===== config.mk =====
export PLATFORM = sky130hd
export DESIGN_NAME = id_pipe_stage
export DESIGN_NICKNAME = d
export VERILOG_FILES = /design/src/rtl/id_pkg.sv /design/src/rtl/id_regfile.sv /design/src/rtl/id_pipe_stage.sv
export SDC_FILE = /design/constraint.sdc
export NUM_CORES = 1
export LEC_CHECK = 0
export ABC_AREA = 1
export BUFFER_PORTS_ARGS = -buffer_cell sky130_fd_sc_hd__buf_2
export CORE_MARGIN = 3
export CORE_UTILIZATION = 35
export DETAILED_ROUTE_END_ITERATION = 8
export GPL_TIMING_DRIVEN = 0
export SETUP_SLACK_MARGIN = 0.15
export SLEW_MARGIN = 10
export SYNTH_ARGS = -nofsm -noshare
export SYNTH_HDL_FRONTEND = slang
export SYNTH_SLANG_ARGS = --single-unit
export TNS_END_PERCENT = 1

===== constraint.sdc =====
create_clock -name clk -period 2.83 [get_ports clk]
set_input_delay 0.1415 -clock clk [delete_from_list [all_inputs] [get_ports clk]]
set_output_delay 0.1415 -clock clk [all_outputs]
set_load 0.005 [all_outputs]

===== src/rtl/id_pkg.sv =====
// id_pkg -- shared decode definitions for the instruction-decode stage.
//   Opcode constants, ALU-op encodings, instruction field positions,
//   the EX control bundle and a pure opcode decoder.
package id_pkg;

  localparam logic [5:0] OP_RTYPE = 6'b000000;
  localparam logic [5:0] OP_LW    = 6'b100011;
  localparam logic [5:0] OP_SW    = 6'b101011;
  localparam logic [5:0] OP_BEQ   = 6'b000100;

  localparam logic [1:0] ALUOP_ADD  = 2'b00;  // address calc
  localparam logic [1:0] ALUOP_SUB  = 2'b01;  // compare
  localparam logic [1:0] ALUOP_FUNC = 2'b10;  // funct field decides

  localparam int OP_LSB = 26;
  localparam int RS_LSB = 21;
  localparam int RT_LSB = 16;
  localparam int RD_LSB = 11;

  // Controls carried into EX
  typedef struct packed {
    logic       alusrc;
    logic       memtoreg;
    logic       memwrite;
    logic       memread;
    logic       regwrite;
    logic [1:0] aluop;
  } ctrl_t;

  // Full decode: EX controls plus ID-local hazard/steering hints
  typedef struct packed {
    ctrl_t ctrl;
    logic  regdst;   // destination is rd (else rt)
    logic  is_beq;
    logic  uses_rt;  // rt is a source operand
  } dec_t;

  function automatic dec_t decode(input logic [5:0] op);
    dec_t d;
    d = '0;
    case (op)
      OP_RTYPE: begin
        d.ctrl.regwrite = 1'b1;
        d.ctrl.aluop    = ALUOP_FUNC;
        d.regdst        = 1'b1;
        d.uses_rt       = 1'b1;
      end
      OP_LW: begin
        d.ctrl.alusrc   = 1'b1;
        d.ctrl.memread  = 1'b1;
        d.ctrl.memtoreg = 1'b1;
        d.ctrl.regwrite = 1'b1;
        d.ctrl.aluop    = ALUOP_ADD;
      end
      OP_SW: begin
        d.ctrl.alusrc   = 1'b1;
        d.ctrl.memwrite = 1'b1;
        d.ctrl.aluop    = ALUOP_ADD;
        d.uses_rt       = 1'b1;
      end
      OP_BEQ: begin
        d.ctrl.aluop    = ALUOP_SUB;
        d.is_beq        = 1'b1;
        d.uses_rt       = 1'b1;
      end
      default: d = '0;
    endcase
    return d;
  endfunction

endpackage


===== src/rtl/id_regfile.sv =====
// id_regfile -- register file with same-cycle writeback bypass.
//   clk, rst     : clock, async active-low reset (clears all registers)
//   we/waddr/wdata : writeback port; writes to register 0 are dropped
//   ra1/ra2      : read addresses
//   rd1/rd2      : read data; register 0 reads zero, a read that matches
//                  an active write returns the write data this cycle
module id_regfile #(
  parameter int REG_WIDTH      = 8,
  parameter int REG_FILE_DEPTH = 8,
  parameter int REG_DIR_WIDTH  = 3
) (
  input  logic                     clk,
  input  logic                     rst,
  input  logic                     we,
  input  logic [REG_DIR_WIDTH-1:0] waddr,
  input  logic [REG_WIDTH-1:0]     wdata,
  input  logic [REG_DIR_WIDTH-1:0] ra1,
  input  logic [REG_DIR_WIDTH-1:0] ra2,
  output logic [REG_WIDTH-1:0]     rd1,
  output logic [REG_WIDTH-1:0]     rd2
);

  logic [REG_FILE_DEPTH-1:0][REG_WIDTH-1:0] regs;

  // Entry 0 is only ever reset, so it stays hard zero.
  always_ff @(posedge clk or negedge rst) begin
    if (!rst) begin
      regs <= '0;
    end else begin
      for (int i = 1; i < REG_FILE_DEPTH; i++) begin
        if (we && waddr == REG_DIR_WIDTH'(i)) regs[i] <= wdata;
      end
    end
  end

  always_comb begin
    rd1 = regs[ra1];
    if (ra1 == '0)                 rd1 = '0;
    else if (we && waddr == ra1)   rd1 = wdata;
  end

  always_comb begin
    rd2 = regs[ra2];
    if (ra2 == '0)                 rd2 = '0;
    else if (we && waddr == ra2)   rd2 = wdata;
  end

endmodule


===== src/rtl/id_pipe_stage.sv =====
// id_pipe_stage -- instruction decode stage with ID/EX register.
//   clk, rst          : clock, async active-low reset
//   if_valid/if_instr/if_pcnext : fetched instruction and its PC+1
//   wb_we/wb_addr/wb_data       : writeback into the register file
//   stall             : IF must hold its instruction (load-use / branch)
//   br_taken/br_target: beq resolved here, redirect to IF (combinational)
//   ex_*              : registered ID/EX payload and controls
module id_pipe_stage
  import id_pkg::*;
#(
  parameter int REG_WIDTH      = 8,
  parameter int REG_FILE_DEPTH = 8,
  parameter int REG_DIR_WIDTH  = 3,
  parameter int PC_WIDTH       = 6
) (
  input  logic                     clk,
  input  logic                     rst,
  input  logic                     if_valid,
  input  logic [31:0]              if_instr,
  input  logic [PC_WIDTH-1:0]      if_pcnext,
  input  logic                     wb_we,
  input  logic [REG_DIR_WIDTH-1:0] wb_addr,
  input  logic [REG_WIDTH-1:0]     wb_data,
  output logic                     stall,
  output logic                     br_taken,
  output logic [PC_WIDTH-1:0]      br_target,
  output logic                     ex_valid,
  output logic [REG_WIDTH-1:0]     ex_rd1,
  output logic [REG_WIDTH-1:0]     ex_rd2,
  output logic [REG_WIDTH-1:0]     ex_imm,
  output logic [REG_DIR_WIDTH-1:0] ex_dst,
  output logic                     ex_alusrc,
  output logic                     ex_memtoreg,
  output logic                     ex_memwrite,
  output logic                     ex_memread,
  output logic                     ex_regwrite,
  output logic [1:0]               ex_aluop
);

  localparam int STAGES = 2;  // [1] = ID/EX, [2] = MEM shadow

  logic [5:0]               op;
  logic [REG_DIR_WIDTH-1:0] rs, rt, rd;
  logic [15:0]              imm16;
  logic [31:0]              imm_sx;
  dec_t                     dec;
  logic [REG_WIDTH-1:0]     rd1, rd2;

  logic [STAGES:1]          vld_pipe;
  ctrl_t                    ex_ctrl;
  logic [REG_DIR_WIDTH-1:0] mem_dst;
  logic                     mem_regwrite, mem_memread;
  logic                     kill;

  logic id_vld, load_use, ex_pend, mem_pend, br_hazard, stall_i, issue, eq;
  logic unused_bits;

  assign op     = if_instr[OP_LSB +: 6];
  assign rs     = if_instr[RS_LSB +: REG_DIR_WIDTH];
  assign rt     = if_instr[RT_LSB +: REG_DIR_WIDTH];
  assign rd     = if_instr[RD_LSB +: REG_DIR_WIDTH];
  assign imm16  = if_instr[15:0];
  assign imm_sx = {{16{imm16[15]}}, imm16};
  assign dec    = decode(op);

  // Field bits beyond the configured address widths are don't-care.
  assign unused_bits = ^{if_instr, imm_sx};

  id_regfile #(
    .REG_WIDTH      (REG_WIDTH),
    .REG_FILE_DEPTH (REG_FILE_DEPTH),
    .REG_DIR_WIDTH  (REG_DIR_WIDTH)
  ) u_rf (
    .clk   (clk),
    .rst   (rst),
    .we    (wb_we),
    .waddr (wb_addr),
    .wdata (wb_data),
    .ra1   (rs),
    .ra2   (rt),
    .rd1   (rd1),
    .rd2   (rd2)
  );

  // The slot after a taken branch is the wrong-path fetch.
  assign id_vld = if_valid & ~kill;

  // Loaded data is not available until after MEM: one bubble.
  assign load_use = vld_pipe[1] & ex_ctrl.memread & (ex_dst != '0) &
                    ((ex_dst == rs) | (dec.uses_rt & (ex_dst == rt)));

  // beq compares in ID, so it must wait for any producer still in EX or MEM.
  assign ex_pend  = ex_ctrl.regwrite & (ex_dst != '0) &
                    ((ex_dst == rs) | (ex_dst == rt));
  assign mem_pend = vld_pipe[2] & (mem_regwrite | mem_memread) & (mem_dst != '0) &
                    ((mem_dst == rs) | (mem_dst == rt));
  assign br_hazard = dec.is_beq & (ex_pend | mem_pend);

  assign stall_i = id_vld & (load_use | br_hazard);
  assign issue   = id_vld & ~stall_i;
  assign eq      = (rd1 == rd2);

  assign stall     = rst & stall_i;
  assign br_taken  = rst & issue & dec.is_beq & eq;
  // Low PC_WIDTH bits of the sign-extended offset give the wrapped sum.
  assign br_target = if_pcnext + imm16[PC_WIDTH-1:0];

  always_ff @(posedge clk or negedge rst) begin
    if (!rst) begin
      vld_pipe     <= '0;
      ex_ctrl      <= '0;
      ex_rd1       <= '0;
      ex_rd2       <= '0;
      ex_imm       <= '0;
      ex_dst       <= '0;
      mem_dst      <= '0;
      mem_regwrite <= 1'b0;
      mem_memread  <= 1'b0;
      kill         <= 1'b0;
    end else begin
      vld_pipe     <= {vld_pipe[STAGES-1:1], issue};
      mem_dst      <= ex_dst;
      mem_regwrite <= ex_ctrl.regwrite;
      mem_memread  <= ex_ctrl.memread;
      kill         <= br_taken;
      if (issue) begin
        ex_ctrl <= dec.ctrl;
        ex_rd1  <= rd1;
        ex_rd2  <= rd2;
        ex_imm  <= imm_sx[REG_WIDTH-1:0];
        // Non-writers carry no destination so they never look like producers.
        ex_dst  <= dec.ctrl.regwrite ? (dec.regdst ? rd : rt) : '0;
      end else begin
        ex_ctrl <= '0;
        ex_rd1  <= '0;
        ex_rd2  <= '0;
        ex_imm  <= '0;
        ex_dst  <= '0;
      end
    end
  end

  assign ex_valid    = vld_pipe[1];
  assign ex_alusrc   = ex_ctrl.alusrc;
  assign ex_memtoreg = ex_ctrl.memtoreg;
  assign ex_memwrite = ex_ctrl.memwrite;
  assign ex_memread  = ex_ctrl.memread;
  assign ex_regwrite = ex_ctrl.regwrite;
  assign ex_aluop    = ex_ctrl.aluop;

endmodule

==> flow_summary.json, run 1 <==
{
  "fp.dieW_um": 133,
  "ant_nets": 0,
  "worstHoldPathType": "in -> reg",
  "clock_latency_ns": 0.35,
  "route.vias.total": 5416,
  "rsz0062_at_grt": "false",
  "worstPathArrival_ns": 2.13,
  "status": "finished, final reports clean",
  "fp-row-count": 45,
  "grt_max_degree": 54,
  "io_buffers": 82,
  "syn_to_final_growth_pct": 19.8,
  "hold_viol": 0,
  "yosysUniqueCellTypes": 30,
  "synth_seq_cells": 97,
  "start_util": 0.364,
  "cp_common_cell": "buf_2",
  "final_common_cell": "nand2_1",
  "syn_area_mm2": 0.00563,
  "min_path_cells": 3,
  "place_area_mm2": 0.00634,
  "vias_per_cell": 4.94,
  "die_area_mm2": 0.0177,
  "async_reset_ff_frac": 1.00,
  "core_mm2": 0.0155,
  "synth_seq_area_share": 0.431,
  "p_per_area_mw_per_mm2": 585,
  "fp.dieH_um": 133,
  "skew_ns": 0.00815,
  "tightest_slew_ns": 1.07,
  "grt.overflow.total": 0,
  "htreeDepth": 3,
  "worstSetupPathType": "in -> out",
  "gp_congestion": 0.955,
  "use_met3": 0.0395,
  "route.detailed.drc": 0,
  "slowest_delay_ns": 0.54,
  "layout_setup_ws_ns": 0.556,
  "clock_path_buffers": 2,
  "fin_cells": 1096,
  "fin_crit_ns": 2.27,
  "final_cell_mix": "nand2_1, nand3_1, dfrtp_1",
  "avgSynthCellArea_um2": 7.23,
  "diodes": 0,
  "cts_made_buffers": 9,
  "drt_wl_total_um": 17400,
  "holdWs_ns": 0.0104,
  "wire_per_inst_um": 15.9,
  "synth_fp_nets": 838,
  "fin_area_mm2": 0.00675,
  "placed_cells": 1073,
  "synth_edf_count": 0,
  "place_ws_ns": 0.846,
  "slowest_stage": "dlygate4sd3_1",
  "cts_setup_buffers": 0,
  "grt_pass1_vias": 5363,
  "dpl.hpwl_um": 12800,
  "synth-main-ff-cell": "dfrtp_1",
  "ff2ff_path_depth": 11,
  "top_usage_layer": "met2",
  "slew_viol_final": 0,
  "dr.pass1.iters": 6,
  "gr-usage-met2": 0.335,
  "finalCritPeriodShare": 0.803,
  "required_ns": 2.69,
  "cp_cell_sequence": "dlygate4sd3_1 -> buf_2 -> ha_1 -> nand2_1 -> nor2_1 -> a211oi_1 -> o21bai_1 -> a21oi_1 -> xor2_1 -> buf_2",
  "grt_pass1_wl_um": 28400,
  "maxSlewHeadroom": 0.283,
  "grt_util_met1": 0.270,
  "antenna_found_initial": 0,
  "tns_ns": 0,
  "setup_violations": 0,
  "final_layout_size_suffix_gt1_frac": 0.174,
  "cap_violations": 0,
  "root_buffer": "clkbuf_16",
  "nFillCells": 1611,
  "syn_inst": 779,
  "ys_warn_count": 8,
  "cts_tree": "yes",
  "max_clock_freq_ghz": 0.440,
  "p_leak_uw": 0.00365,
  "cts.sinks": 97,
  "vdd_drop_max_mv": 0.268,
  "ios": 96,
  "clk_pin_slew_ns": 0.07,
  "track_usage": 0.205,
  "fin_nets": 939,
  "start_kind": "input port",
  "worstSetupEndpointType": "output pin",
  "cp_max_fo": 4,
  "drt-initial-drc-count": 534
}
[final cells by class]
| type | count | area (um2) | area share |
|---|---|---|---|
| plain buffers | 35 | 264 | 0.0391 |
| clock buffers | 10 | 239 | 0.0354 |
| clock inverters | 6 | 97.6 | 0.0145 |
| inverters | 76 | 290 | 0.0430 |
| multi-input cells | 571 | 2650 | 0.393 |
| flip-flops and latches | 97 | 2430 | 0.360 |
| well taps | 211 | 264 | 0.0391 |
| repair buffers | 90 | 514 | 0.0762 |
[where the power goes]
part	switching, uW	internal, uW
combinational	522	336
clock	571	812
sequential	139	1570
total	1230	2720
[worst paths after layout]
| kind | from | end | slack (ns) |
|---|---|---|---|
| worst max-delay path | if_instr[2] | br_target[5] | 0.56 |
| worst min-delay path | if_instr[3] | ex_imm[3] | 0.01 |
| worst max register to register | ex_dst[2] | ex_dst[1] | 1.09 |
| worst min register to register | ex_regwrite | mem_regwrite | 0.41 |
| max in group asynchronous | rst | u_rf.regs[39] | 1.93 |
| min in group asynchronous | rst | ex_rd1[5] | 0.28 |
[synthesized netlist by cell type (4+ instances only)]
library cell / instances / area [um2]
nor2_4: 4 / 45.0
nor2_1: 76 / 285
nor2_2: 7 / 43.8
nor3_1: 5 / 25.0
inv_1: 68 / 255
clkbuf_1: 6 / 22.5
ha_1: 5 / 62.6
xnor2_1: 14 / 123
buf_6: 13 / 146
o21ai_0: 54 / 270
a21oi_1: 13 / 65.1
buf_2: 10 / 50.1
inv_2: 6 / 22.5
buf_4: 6 / 45.0
nand2_1: 252 / 946
nand3_1: 120 / 601
dfrtp_1: 97 / 2430
[layer usage]
metal	wire length, um	part of all wire
met5	0	0
met3	974	0.056
met4	445	0.026
met1	7910	0.45
met2	8100	0.46
[cells by family (layout without fill, tap and decap cells)]
family,count (synthesis),count (layout),synth area share
flops,97,97,0.431
buf+inv,111,217,0.0984
fa+ha+maj,6,6,0.0147
simple gates,472,472,0.357
mux,3,3,0.00600
xor+xnor,17,17,0.0264
compound gates,73,73,0.0671
[state kept, by name, indices dropped and copies added, names as in the netlist]
register and count:
ex_aluop 2, ex_alusrc 1, ex_dst 3, ex_imm 8
ex_memread 1, ex_memwrite 1, ex_rd1 8, ex_rd2 8
ex_regwrite 1, kill 1, mem_dst 3, mem_memread 1
mem_regwrite 1, u_rf.regs 56, vld_pipe 2
[metrics by stage]
step                 util  power, uW
floorplan               -       2270
global placement    0.407       2560
CTS                 0.436       3980
global route        0.436       4190
finish              0.436       3950
detailed placement  0.410       2580
[worst max-delay path: cells and delay by family]
kind / cells / cell delay, ns
buf+inv: 3 / 0.80
compound gates: 3 / 0.59
fa+ha+maj: 1 / 0.34
xor+xnor: 1 / 0.16
simple gates: 2 / 0.12
[repair_timing]
| action | in CTS | in global routing |
|---|---|---|
| endpoints found under the hold margin | 50 | 0 |
| resized for setup | 0 | 0 |
| hold buffers | 7 | 0 |
| setup endpoints to repair | 0 | 0 |
Power figures use the tool's default switching activity.
==> run 2: changes to the inputs <==
--- a/config.mk
+++ b/config.mk
@@ -5,7 +5,7 @@
 export SDC_FILE = /design/constraint.sdc
 export NUM_CORES = 1
 export LEC_CHECK = 0
-export ABC_AREA = 1
+export ABC_AREA = 0
 export BUFFER_PORTS_ARGS = -buffer_cell sky130_fd_sc_hd__buf_2
 export CORE_MARGIN = 3
 export CORE_UTILIZATION = 35
==> constraint.sdc (replaced) <==
create_clock -name clk -period 1.9 [get_ports clk]
set_input_delay 0.095 -clock clk [delete_from_list [all_inputs] [get_ports clk]]
set_output_delay 0.095 -clock clk [all_outputs]
set_load 0.005 [all_outputs]
==> run 2 against run 1 <==
Compared with the run above: the flow now finishes with violations (negative setup slack); non-clock buffer count did not move; sequential power rose by 52%; clock power rose by 28%; synthesized area fell by 7.0%; register-to-register slack got worse by 1.2 ns; cell count fell by 34%; critical path depth fell by 2; global-route usage fell by 2.5 points; total power rose by 46%; die area fell by 6.7%; critical endpoint is now br_taken.
==> flow_summary.json, run 2 <==
{
  "synth_adder_area_share": 0.0158,
  "synth.area.top_cells": "dfrtp_1, mux2_2, mux4_2",
  "hold_end": "ex_imm[5]",
  "gp_congestion": 0.818,
  "final_layout_size_suffix_gt1_frac": 0.413,
  "drt_wl_total_um": 14500,
  "finalCritPeriodShare": 1.27,
  "hp-start": "if_instr[5]",
  "holdWs_ns": 0.00754,
  "slew_viol_final": 0,
  "dr.pass1.iters": 5,
  "dpl.hpwl_um": 9840,
  "clock_latency_ns": 0.35,
  "grt.overflow.total": 0,
  "fin_crit_ns": 2.41,
  "required_ns": 1.80,
  "drt-initial-drc-count": 224,
  "cts.sinks": 97,
  "min_path_cells": 2,
  "worstSetupPathType": "reg -> out",
  "p_per_area_mw_per_mm2": 901,
  "htreeDepth": 3,
  "grt_max_degree": 59,
  "netlist.top_cell.by_area": "dfrtp_1",
  "synth_fp_nets": 487,
  "yosys-top-cells-count": "dfrtp_1, mux2_2, nor2_1",
  "layout_setup_ws_ns": -0.506,
  "async_reset_ff_frac": 1.00,
  "ios": 96,
  "syn_area_mm2": 0.00524,
  "start_util": 0.359,
  "synth_xor_area_frac": 0.0468,
  "fp-row-count": 44,
  "reg2reg_slack_ns": -0.09,
  "synthSimpleGateAreaFrac": 0.103,
  "vdd_drop_max_mv": 0.421,
  "grt_pass1_vias": 4030,
  "skew_ns": 0.0108,
  "ant_nets": 0,
  "regMostFlops": "u_rf.regs",
  "violations": "negative setup slack",
  "grt_util_met1": 0.244,
  "final_common_cell": "dfrtp_1",
  "synth_top_family_by_area": "multiplexers",
  "ff2ff_path_depth": 8,
  "cts_made_buffers": 9,
  "use_met3": 0.0394,
  "maxSlewHeadroom": 0.399,
  "track_usage": 0.180,
  "io_buffers": 80,
  "synth_seq_area_share": 0.463,
  "die_area_mm2": 0.0165,
  "worstSetupEndpointType": "output pin",
  "start_kind": "flip-flop",
  "status": "complete, but fails checks",
  "fp.dieW_um": 128,
  "syn_inst": 428,
  "synth_top_area_frac": 0.463,
  "final_cell_mix": "dfrtp_1, buf_2, mux2_2",
  "fp.dieH_um": 128,
  "largest_register_ffs": 56,
  "avgSynthCellArea_um2": 12.2,
  "yosysUniqueCellTypes": 49,
  "max_clock_freq_ghz": 0.416,
  "cp_max_fo": 3,
  "place_ws_ns": -0.452,
  "route.vias.total": 3944,
  "hold_viol": 0,
  "synth-main-ff-cell": "dfrtp_1",
  "worstPathArrival_ns": 2.31,
  "slowest_delay_ns": 0.46,
  "vias_per_cell": 5.46,
  "clk_pin_slew_ns": 0.06,
  "cts_tree": "yes",
  "antenna_found_initial": 1,
  "cap_violations": 0,
  "p_leak_uw": 0.00298,
  "post-synth-top-count-cell": "dfrtp_1",
  "nFillCells": 1357,
  "rr_endpoint": "kill",
  "synth_edf_count": 0,
  "synth_seq_cells": 97,
  "utilization": 0.440,
  "tightest_slew_ns": 0.897,
  "top_usage_layer": "met2",
  "syn_to_final_growth_pct": 22.4,
  "core_mm2": 0.0146,
  "root_buffer": "clkbuf_16",
  "tns_ns": -1.84,
  "rsz0062_at_grt": "true",
  "worstHoldPathType": "in -> reg",
  "regToRegStartpoint": "u_rf.regs[61]",
  "wire_per_inst_um": 20.0,
  "grt_pass1_wl_um": 22400,
  "cp_cell_sequence": "mux4_2 -> nand2_1 -> o211ai_1 -> o211ai_1 -> xnor2_1 -> nand4_1 -> nor3_2 -> buf_2",
  "synth-compound-area-share": 0.0759,
  "slowest_stage": "mux4_2",
  "route.detailed.drc": 0,
  "fin_nets": 592,
  "synth.mux.area_fraction": 0.247,
  "cp_common_cell": "o211ai_1",
  "gr-usage-met2": 0.284,
  "ys_warn_count": 8,
  "setup_violations": 23,
  "clock_path_buffers": 2
}
-- run 2: changes by cell type in the layout (fill, tap and decap cells not counted), moves of 6 or more --
cell	delta
a31oi_1	+7
mux2_2	+55
and3_1	+11
inv_2	-6
nand2_1	-239
inv_1	-60
o21ai_0	-52
mux2i_1	+28
nor2_1	-41
nand3_1	-117
mux4_2	+16
-- run 2: cells by family (layout without fill, tap and decap cells) --
group | Yosys count | in the layout
simple gates | 98 | 98
mux | 102 | 102
flops | 97 | 97
buf+inv | 39 | 148
compound gates | 58 | 58
fa+ha+maj | 6 | 6
other cells | 0 | 1
xor+xnor | 28 | 28
-- run 2: area by class of cell --
type / count / area, um2 / share of cell area
well taps: 184 / 230 / 0.0359
multi-input cells: 292 / 2650 / 0.413
diodes: 1 / 2.50 / 0.000390
flip-flops and latches: 97 / 2430 / 0.379
clock buffers: 11 / 233 / 0.0363
clock inverters: 4 / 45.0 / 0.00702
plain buffers: 31 / 235 / 0.0367
repair buffers: 94 / 561 / 0.0874
inverters: 8 / 30.0 / 0.00468
-- run 2: worst max-delay path by stage --
| stage | from | endpoint | slack, ns | cells past startpoint |
|---|---|---|---|---|
| 3_3_place_gp | rst | br_taken | -0.63 | 4 |
| 3_5_place_dp | if_instr[17] | br_taken | -0.45 | 11 |
| 5_1_grt | u_rf.regs[51] | br_taken | -0.62 | 8 |
| 4_1_cts | u_rf.regs[61] | br_taken | -0.52 | 8 |
| 2_1_floorplan | ex_dst[1] | ex_imm[2] | 0.15 | 7 |
| 6_report | u_rf.regs[61] | br_taken | -0.51 | 8 |
-- run 2: worst max-delay path: cells and delay by family (launching register included) --
family,cells,cell delay [ns]
multiplexers,1,0.46
XOR/XNOR,1,0.19
AO/OA/AOI/OAI,2,0.26
flip-flops,1,0.39
AND/OR/NAND/NOR,3,0.50
buffers and inverters,1,0.16
-- run 2: power breakdown --
part           switching, uW  total, uW  internal (uW)
clock                    768       1770           1010
sequential               210       2600           2390
combinational            640       1400            764
-- run 2: what timing repair did --
action                                  in CTS  in global routing
endpoints found under the setup margin      36                 36
hold endpoints to repair                    46                  0
pin swaps                                    6                  5
gates resized for setup                     14                  7
hold buffers                                 9                  0
setup buffers                                3                  1
-- run 2: through the flow --
stage	cells	instance area, um2	total power [uW]
3_5_place_dp	693	5900	3960
3_3_place_gp	692	5870	3910
6_report	722	6410	5780
5_1_grt	722	6410	6070
4_1_cts	720	6370	5780
2_1_floorplan	428	5240	3510
-- run 2: metal layers --
layer	routed length, um	part of all wire	vias up
met5	0	0	-
met1	6270	0.43	1992
met2	6820	0.47	156
met4	345	0.024	0
met3	1040	0.072	22
li1	-	-	1774
==> run 3: changes to the inputs <==
==> constraint.sdc (replaced) <==
create_clock -name clk -period 1.9 [get_ports clk]
set_input_delay 0 -clock clk [delete_from_list [all_inputs] [get_ports clk]]
set_output_delay 0 -clock clk [all_outputs]
set_load 0.005 [all_outputs]
==> run 3 against run 2 <==
Compared with the run above: the run still ends with negative setup slack left; global-route usage fell by 0.059 points; clock skew rose by 0.0048 ns; first-iteration DRC count up 50%; cell count is 3.7% higher; total power increased by 4.2%; die area did not move; fmax is 0.50% higher.
==> flow_summary.json, run 3 (same netlist as run 2, synthesis figures left out) <==
{
  "start_util": 0.359,
  "fp-row-count": 44,
  "htreeDepth": 3,
  "drt-initial-drc-count": 335,
  "hold_viol": 0,
  "vias_per_cell": 5.43,
  "final_cell_mix": "dfrtp_1, buf_2, mux2_2",
  "layout_setup_ws_ns": -0.494,
  "drt_wl_total_um": 14900,
  "worstPathArrival_ns": 2.39,
  "ios": 96,
  "worstSetupPathType": "reg -> out",
  "die_area_mm2": 0.0165,
  "cap_violations": 0,
  "dr.pass1.iters": 5,
  "cp_cell_sequence": "mux4_2 -> a211o_1 -> o211ai_1 -> xnor2_1 -> nand3_1 -> nor3_2 -> buf_2",
  "skew_ns": 0.0157,
  "slowest_delay_ns": 0.48,
  "grt_pass1_vias": 4116,
  "regMostFlops": "u_rf.regs",
  "grt_pass1_wl_um": 22400,
  "max_clock_freq_ghz": 0.418,
  "clock_latency_ns": 0.36,
  "grt_max_degree": 56,
  "place_area_mm2": 0.00590,
  "ant_nets": 0,
  "clock_path_buffers": 2,
  "wire_per_inst_um": 19.9,
  "largest_register_ffs": 56,
  "diodes": 0,
  "maxSlewHeadroom": 0.286,
  "worstSetupEndpointType": "output pin",
  "rsz0062_at_grt": "true",
  "status": "complete, but fails checks",
  "fin_crit_ns": 2.39,
  "cpLargestDelayFamily": "multiplexers",
  "setup_violations": 32,
  "fin_nets": 619,
  "syn_to_final_growth_pct": 26.1,
  "clk_pin_slew_ns": 0.08,
  "vdd_drop_max_mv": 0.558,
  "cts.sinks": 97,
  "fp.dieH_um": 128,
  "worstHoldPathType": "in -> reg",
  "io_buffers": 80,
  "root_buffer": "clkbuf_16",
  "antenna_found_initial": 0,
  "core_mm2": 0.0146,
  "final_common_cell": "dfrtp_1",
  "cts_made_buffers": 9,
  "gp_congestion": 0.837,
  "cts_tree": "yes",
  "slowest_stage": "mux4_2",
  "final_layout_size_suffix_gt1_frac": 0.407,
  "start_kind": "flip-flop",
  "finalCritPeriodShare": 1.26,
  "grt.overflow.total": 0,
  "cp_max_fo": 3,
  "power_uw": 6020,
  "p_per_area_mw_per_mm2": 911,
  "crit_buf_inv": 1,
  "route.detailed.drc": 0,
  "track_usage": 0.179,
  "p_leak_uw": 0.00309,
  "tightest_slew_ns": 1.06,
  "required_ns": 1.90,
  "fp.dieW_um": 128,
  "fin_area_mm2": 0.00661,
  "violations": "negative setup slack",
  "route.vias.total": 4068,
  "dpl.hpwl_um": 9900,
  "slew_viol_final": 0
}
[run 3: cell count changes in the layout (fill, tap and decap cells not counted), sizes merged]
| cell | previous run | this run |
|---|---|---|
| dlygate4sd3 | 8 | 22 |
| buf | 109 | 122 |
| diode | 1 | 0 |
| clkinv | 3 | 2 |
| clkbuf | 19 | 17 |
| clkinvlp | 0 | 1 |
| inv | 8 | 11 |
[run 3: area by class of cell]
cell class,count,area (um2)
fill,1313,7980
timing repair buffer,121,806
clock inverter,7,83.8
inverter,8,30.0
buffer,31,221
sequential,97,2430
multi-input combinational,292,2580
clock buffer,9,225
tap,184,230
[run 3: worst paths after layout]
check                              start       endpoint  slack [ns]  depth (start not counted)
setup reg to reg           u_rf.regs[56]      ex_rd1[0]       -0.44                         13
min in group asynchronous            rst  u_rf.regs[21]        0.23                          3
setup / recovery           u_rf.regs[56]       br_taken       -0.49                          7
hold / removal              if_instr[30]    ex_aluop[0]        0.01                          4
max in group asynchronous            rst  u_rf.regs[12]        1.40                          3
hold reg to reg              ex_regwrite   mem_regwrite        0.42                          0
[run 3: through the flow]
| step | setup TNS (ns) | utilization | worst slack [ns] | hold slack, ns | std cells |
|---|---|---|---|---|---|
| after global placement | -23.71 | 0.402 | -0.534 | 0.223 | 692 |
| after floorplan | 0 | - | 0.163 | -0.296 | 428 |
| after CTS | -3.81 | 0.453 | -0.437 | 0.00269 | 749 |
| after detailed placement | -3.74 | 0.404 | -0.336 | 0.0628 | 693 |
| after global routing | -7.48 | 0.453 | -0.575 | 0.0339 | 749 |
| final | -3.50 | 0.453 | -0.494 | 0.00998 | 749 |
[run 3: tightest hold or removal path: cells and delay by family]
kind	cells	cell delay (ns)
simple gates	3	0.19
buf+inv	1	0.15
[run 3: routing by layer]
metal	vias to the layer above	GRT usage	share of wire
li1	1845	-	-
met1	2032	0.237	0.43
met2	160	0.294	0.48
met3	31	0.0320	0.065
met4	0	0.0699	0.026
met5	-	0	0
[run 3: repair_timing]
item                                    4_1_cts  5_1_grt
pin swaps                                    15        1
buffers inserted                             17        0
endpoints found under the setup margin       36       37
hold endpoints to repair                     73        0
gates resized for setup                       6        2
hold buffers                                 23        0
[run 3: report_power, final]
group / internal, uW / leakage, uW / switching [uW]
Clock: 1040 / 0.000149 / 883
Sequential: 2390 / 0.00121 / 210
Combinational: 836 / 0.00172 / 660
Total: 4270 / 0.00309 / 1750
